[src/rtl/z_multdiv_ctrl.sv]
// Issue/stall/writeback sequencer for the shared multi-cycle multiply/divide unit.
// Optional hang guard: define Z_MULTDIV_TIMEOUT_EN to force DONE with an exception after MAX_CYCLES.
module z_multdiv_ctrl #(
   parameter logic [4:0]  OP_MULT    = 5'b00110,
   parameter logic [4:0]  OP_DIV     = 5'b00111,
   parameter int unsigned MAX_CYCLES = 40,
   parameter int unsigned CNT_W      = 6
) (
   input  logic             clk,
   input  logic             clrn,
   input  logic             is_ALU_op,
   input  logic [4:0]       ALU_op,
   input  logic [4:0]       dest_in,
   input  logic             flush,
   input  logic             unit_ready,
   input  logic             unit_exception,
   output logic             ctrl_MULT,
   output logic             ctrl_DIV,
   output logic             stall,
   output logic             busy,
   output logic             result_valid,
   output logic             result_exc,
   output logic [4:0]       dest_out,
   output logic [CNT_W-1:0] cycle_cnt
);

`ifdef Z_MULTDIV_TIMEOUT_EN
   localparam bit TIMEOUT_EN = 1'b1;
`else
   localparam bit TIMEOUT_EN = 1'b0;
`endif

   typedef enum logic [1:0] {StIdle, StStart, StRun, StDone} state_e;

   state_e           state_q;
   logic             kind_mult_q;
   logic [4:0]       dest_q;
   logic             exc_q;
   logic [CNT_W-1:0] cnt_q;

   logic issue;
   logic accept;
   logic cnt_max;
   logic timeout;

   assign issue   = is_ALU_op & ((ALU_op == OP_MULT) | (ALU_op == OP_DIV));
   assign accept  = ((state_q == StIdle) | (state_q == StDone)) & issue & ~flush;
   assign cnt_max = &cnt_q;
   // Constant-false when the guard is compiled out, so the compare folds away.
   assign timeout = TIMEOUT_EN && (cnt_q == CNT_W'(MAX_CYCLES - 1));

   always_ff @(posedge clk or negedge clrn) begin
      if (!clrn) begin
         state_q     <= StIdle;
         kind_mult_q <= 1'b0;
         dest_q      <= '0;
         exc_q       <= 1'b0;
         cnt_q       <= '0;
      end else begin
         unique case (state_q)
            StIdle, StDone: begin
               if (accept) begin
                  state_q     <= StStart;
                  dest_q      <= dest_in;
                  kind_mult_q <= (ALU_op == OP_MULT);
               end else begin
                  state_q <= StIdle;
               end
            end
            StStart: begin
               cnt_q   <= '0;
               state_q <= flush ? StIdle : StRun;
            end
            StRun: begin
               if (flush) begin
                  state_q <= StIdle;
               end else begin
                  if (!cnt_max) cnt_q <= cnt_q + 1'b1;
                  // A real ready on the timeout cycle takes precedence.
                  if (unit_ready) begin
                     state_q <= StDone;
                     exc_q   <= unit_exception;
                  end else if (timeout) begin
                     state_q <= StDone;
                     exc_q   <= 1'b1;
                  end
               end
            end
            default: state_q <= StIdle;
         endcase
      end
   end

   assign busy         = (state_q == StStart) | (state_q == StRun);
   assign ctrl_MULT    = (state_q == StStart) & kind_mult_q & ~flush;
   assign ctrl_DIV     = (state_q == StStart) & ~kind_mult_q & ~flush;
   assign result_valid = (state_q == StDone);
   assign result_exc   = (state_q == StDone) & exc_q;
   assign dest_out     = dest_q;
   assign cycle_cnt    = cnt_q;
   // Gate with clrn so a pending issue cannot raise stall while reset is held.
   assign stall        = clrn & (accept | busy);

endmodule

[config.mk]
export PLATFORM = sky130hd
export DESIGN_NAME = z_multdiv_ctrl
export DESIGN_NICKNAME = d
export VERILOG_FILES = /design/src/rtl/z_multdiv_ctrl.sv
export SDC_FILE = /design/constraint.sdc
export NUM_CORES = 1
export LEC_CHECK = 0
export BUFFER_PORTS_ARGS = -buffer_cell sky130_fd_sc_hd__buf_4
export CORE_ASPECT_RATIO = 0.75
export CORE_MARGIN = 1.5
export CORE_UTILIZATION = 42
export CTS_BUF_LIST = sky130_fd_sc_hd__clkbuf_8 sky130_fd_sc_hd__clkbuf_16
export DETAILED_ROUTE_END_ITERATION = 7
export GPL_TIMING_DRIVEN = 0
export PLACE_DENSITY = 0.75
export SLEW_MARGIN = 20
export SYNTH_ARGS = -nofsm -noshare
export SYNTH_HDL_FRONTEND = slang
export SYNTH_SLANG_ARGS = --single-unit
export TNS_END_PERCENT = 5
[constraint.sdc]
create_clock -name clk -period 1.9 [get_ports clk]
set_clock_uncertainty 0.2 [all_clocks]
set_input_delay 0.095 -clock clk [delete_from_list [all_inputs] [get_ports clk]]
set_output_delay 0.095 -clock clk [all_outputs]
set_load 0.005 [all_outputs]
==> summary.md <==
| Metric | Value |
|---|---|
| DIE HEIGHT | `41.9 um` |
| Vias | `812` |
| Total GRT Usage | `22.7%` |
| Max incr delay on CP | `0.38 ns` |
| Die footprint | `2300 um2` |
| Setup violators final | `6` |
| Netlist Area Pre-Place | `846 um2` |
| Crit-path slowest cell | `dfrtp_1` |
| Post-synthesis register bit count | `15` |
| TritonCTS Buffers | `3` |
| Hold Vio Cnt, Final | `0` |
| Worst-path cell chain | `inv_2 > ha_4 > nand4b_4 > nor4b_4 > buf_6 > mux2_4` |
| Largest net degree at the start of global routing | `17` |
| Total Power | `0.000807 W` |
| Sequential share of the synthesized area | `roughly 44%` |
| Tightest Pin Transition | `around 0.27 ns` |
| CTS tree | `built` |
| I/O Buffers | `31` |
| Cell taking the most area after synthesis | `dfrtp_1` |
| Post-synthesis async set-or-reset flop share | `100%` |
| Worst VDD drop | `0.785 mV` |
| Overflow after GRT | `0` |
| Setup CP Type | `register to register` |
| RSZ-0062 raised after global routing | `yes` |
| WL final | `2240 um` |
| CP endpoint kind | `register` |
| # placed instances | `129` |
| Setup WS post-layout | `-0.00939 ns` |
| N_diodes | `0` |
| Clock transition at the registers of the reported paths | `approximately 0.060 ns` |
| Yosys warnings | `0` |
| Final net count | `about 150` |
| Post-synthesis cell type count | `30` |
| Vias in the first global route | `784` |
| TritonRoute pass-1 iters | `4` |
| WP data arrival | `1.85 ns` |
| PD cells | `609 nW/um2` |
| Filler instances | `140` |
| Post-synth EDFFs | `0` |
| Tmin final | `1.91 ns` |
| Mean post-synth cell area | `11.1 um2` |
| Initial Util | `about 47%` |
| Synthesis-to-layout area growth | `56.7%` |
| Leakage | `between 0.6 and 0.7 nW` |
| Most numerous cell in the Yosys netlist | `dfrtp_1` |
| Placement Rows | `13` |
| Net Count, Synth | `96` |
| Top area cells in the synthesized netlist | `dfrtp_1, mux2_2, ha_1, a21oi_1, nor4b_4` |
| Worst setup SP type | `register` |
| Non-Filler Instances | `146` |
| # IOs | `33` |
| Status | `finished, violations left` |
| Tcrit/Tclk final | `100%` |
| Crit path max fanout | `7` |
| CTS max path bufs | `2` |
| H-tree levels | `1` |
| Worst rel slew slack | `81.7%` |
| Placeable Area | `1810 um2` |
| Synth Flop Type | `dfrtp_1` |
| Post-DP HPWL | `1470 um` |
| Root Driver | `clkbuf_8` |
| First-pass GRT wire length | `~3700 um` |
| Fmax | `0.524 GHz` |
| Share of cells above drive strength 1 | `45.2%` |
| Pins Over Slew Limit | `0` |
| Remaining DRCs | `0` |
| Finished Core Util | `between 70% and 80%` |
| GP Congestion | `0.817` |
| Initial DRC Count | `19` |
| Clk_lat worst skew | `~0.25 ns` |
| CP required | `approximately 1.8 ns` |
| Synth top area share | `44.4%` |
| Cell count after synthesis | `76` |
| DR vias/cell | `around 5.6` |
| Die X-Extent | `54.8 um` |
| Worst min-delay path category | `input pin to register` |
| Max_cap viols | `0` |
| Routed length per placed instance | `15.4 um` |
| Synth top cells by count | `dfrtp_1, mux2_2, a21oi_1, ha_1, nand2_1` |
| Detail Route Antenna Nets | `0` |
| Violated checks | `negative setup slack` |
| Antenna violations before repair | `0` |
| Total clock sinks | `15` |
[state kept, by name (all words and copies together) (netlist names)]
register     cells
cycle_cnt        6
dest_out         5
state_q          2
exc_q            1
kind_mult_q      1
[final timing paths]
kind	from	to	slack (ns)	cells after the start
min reg2reg	exc_q$_DFFE_PN0P_	exc_q$_DFFE_PN0P_	0.31	1
max	state_q[0]$_DFFE_PN0P_	dest_out[3]$_DFFE_PN0P_	-0.009	6
min	ALU_op[4]	kind_mult_q$_DFFE_PN0P_	0.02	3
min in group asynchronous	clrn	dest_out[1]$_DFFE_PN0P_	0.04	2
max in group asynchronous	clrn	cycle_cnt[4]$_DFFE_PN0P_	1.28	2
max reg2reg	state_q[0]$_DFFE_PN0P_	dest_out[3]$_DFFE_PN0P_	-0.009	6
[placed cells by master (no fill, tap or decap), drive strengths merged, types with 3 or more instances in the layout]
cell,Yosys,final
buf,2,37
dfrtp,15,15
dlygate4sd3,0,9
mux2,8,8
a21oi,7,7
nand2,4,4
ha,4,4
nor3,3,3
a211oi,3,3
clkbuf,0,3
inv,3,3
nor2b,3,3
nand4b,3,3
[per-stage QoR]
step	worst slack [ns]	TNS [ns]	instance area [um2]	hold slack, ns
after CTS	-0.00726	-0.0340	1320	0.0102
final	-0.00939	-0.0451	1330	0.0190
after detailed placement	-0.307	-2.07	1120	-0.230
after global placement	-0.259	-1.67	1120	-0.230
after global routing	-0.0908	-0.564	1330	0.0551
after floorplan	-0.0901	-0.540	858	-0.401
[power breakdown]
group / total, W / switching, W / internal, W
logic: 0.000164 / 0.0000537 / 0.000111
clock network: 0.000266 / 0.000120 / 0.000146
registers: 0.000377 / 0.0000268 / 0.000350
total: 0.000807 / 0.000201 / 0.000607
[layout make-up]
class / instances / area [um2] / share of cell area (%)
plain buffers: 2 / 10.0 / 0.755
clock buffers: 3 / 41.3 / 3.12
clock inverters: 1 / 5.00 / 0.378
inverters: 3 / 11.3 / 0.850
multi-input cells: 56 / 498 / 37.6
flip-flops and latches: 15 / 375 / 28.3
well taps: 22 / 27.5 / 2.08
repair buffers: 44 / 357 / 26.9
[cells by family (layout without fill, tap and decap cells)]
family                     after synthesis  count (layout)  synth area share, %
AOI/OAI and AO/OA                       17              17                 13.9
DFF                                     15              15                 44.4
muxes                                    8               8                 10.7
and+or+nand+nor                         27              27                 22.6
buffers and inverters                    5              53                 2.51
adders and majority gates                4               4                 5.92
[routing by layer]
| layer | global-route usage [%] | vias to the layer above | part of all wire [%] |
|---|---|---|---|
| met5 | 0 | - | 0 |
| met4 | 5.00 | 0 | 1.0 |
| met3 | 8.99 | 5 | 6.6 |
| met2 | 34.0 | 34 | 49 |
| met1 | 30.4 | 391 | 44 |
| li1 | - | 382 | - |
[critical path: cells and delay by family (launching register included)]
family / cells / cell delay, ns
adders and majority gates: 1 / 0.27
buffers and inverters: 2 / 0.25
DFF: 1 / 0.38
muxes: 1 / 0.30
and+or+nand+nor: 2 / 0.39
[what timing repair did]
item                                   4_1_cts  5_1_grt
hold buffers                                 9        0
resized for setup                            9        2
setup endpoints to repair                    8        8
setup buffers                                4        0
endpoints found under the hold margin       23        0
pin swaps                                    3        0
Note: power is estimated with default switching activity, not from simulation.
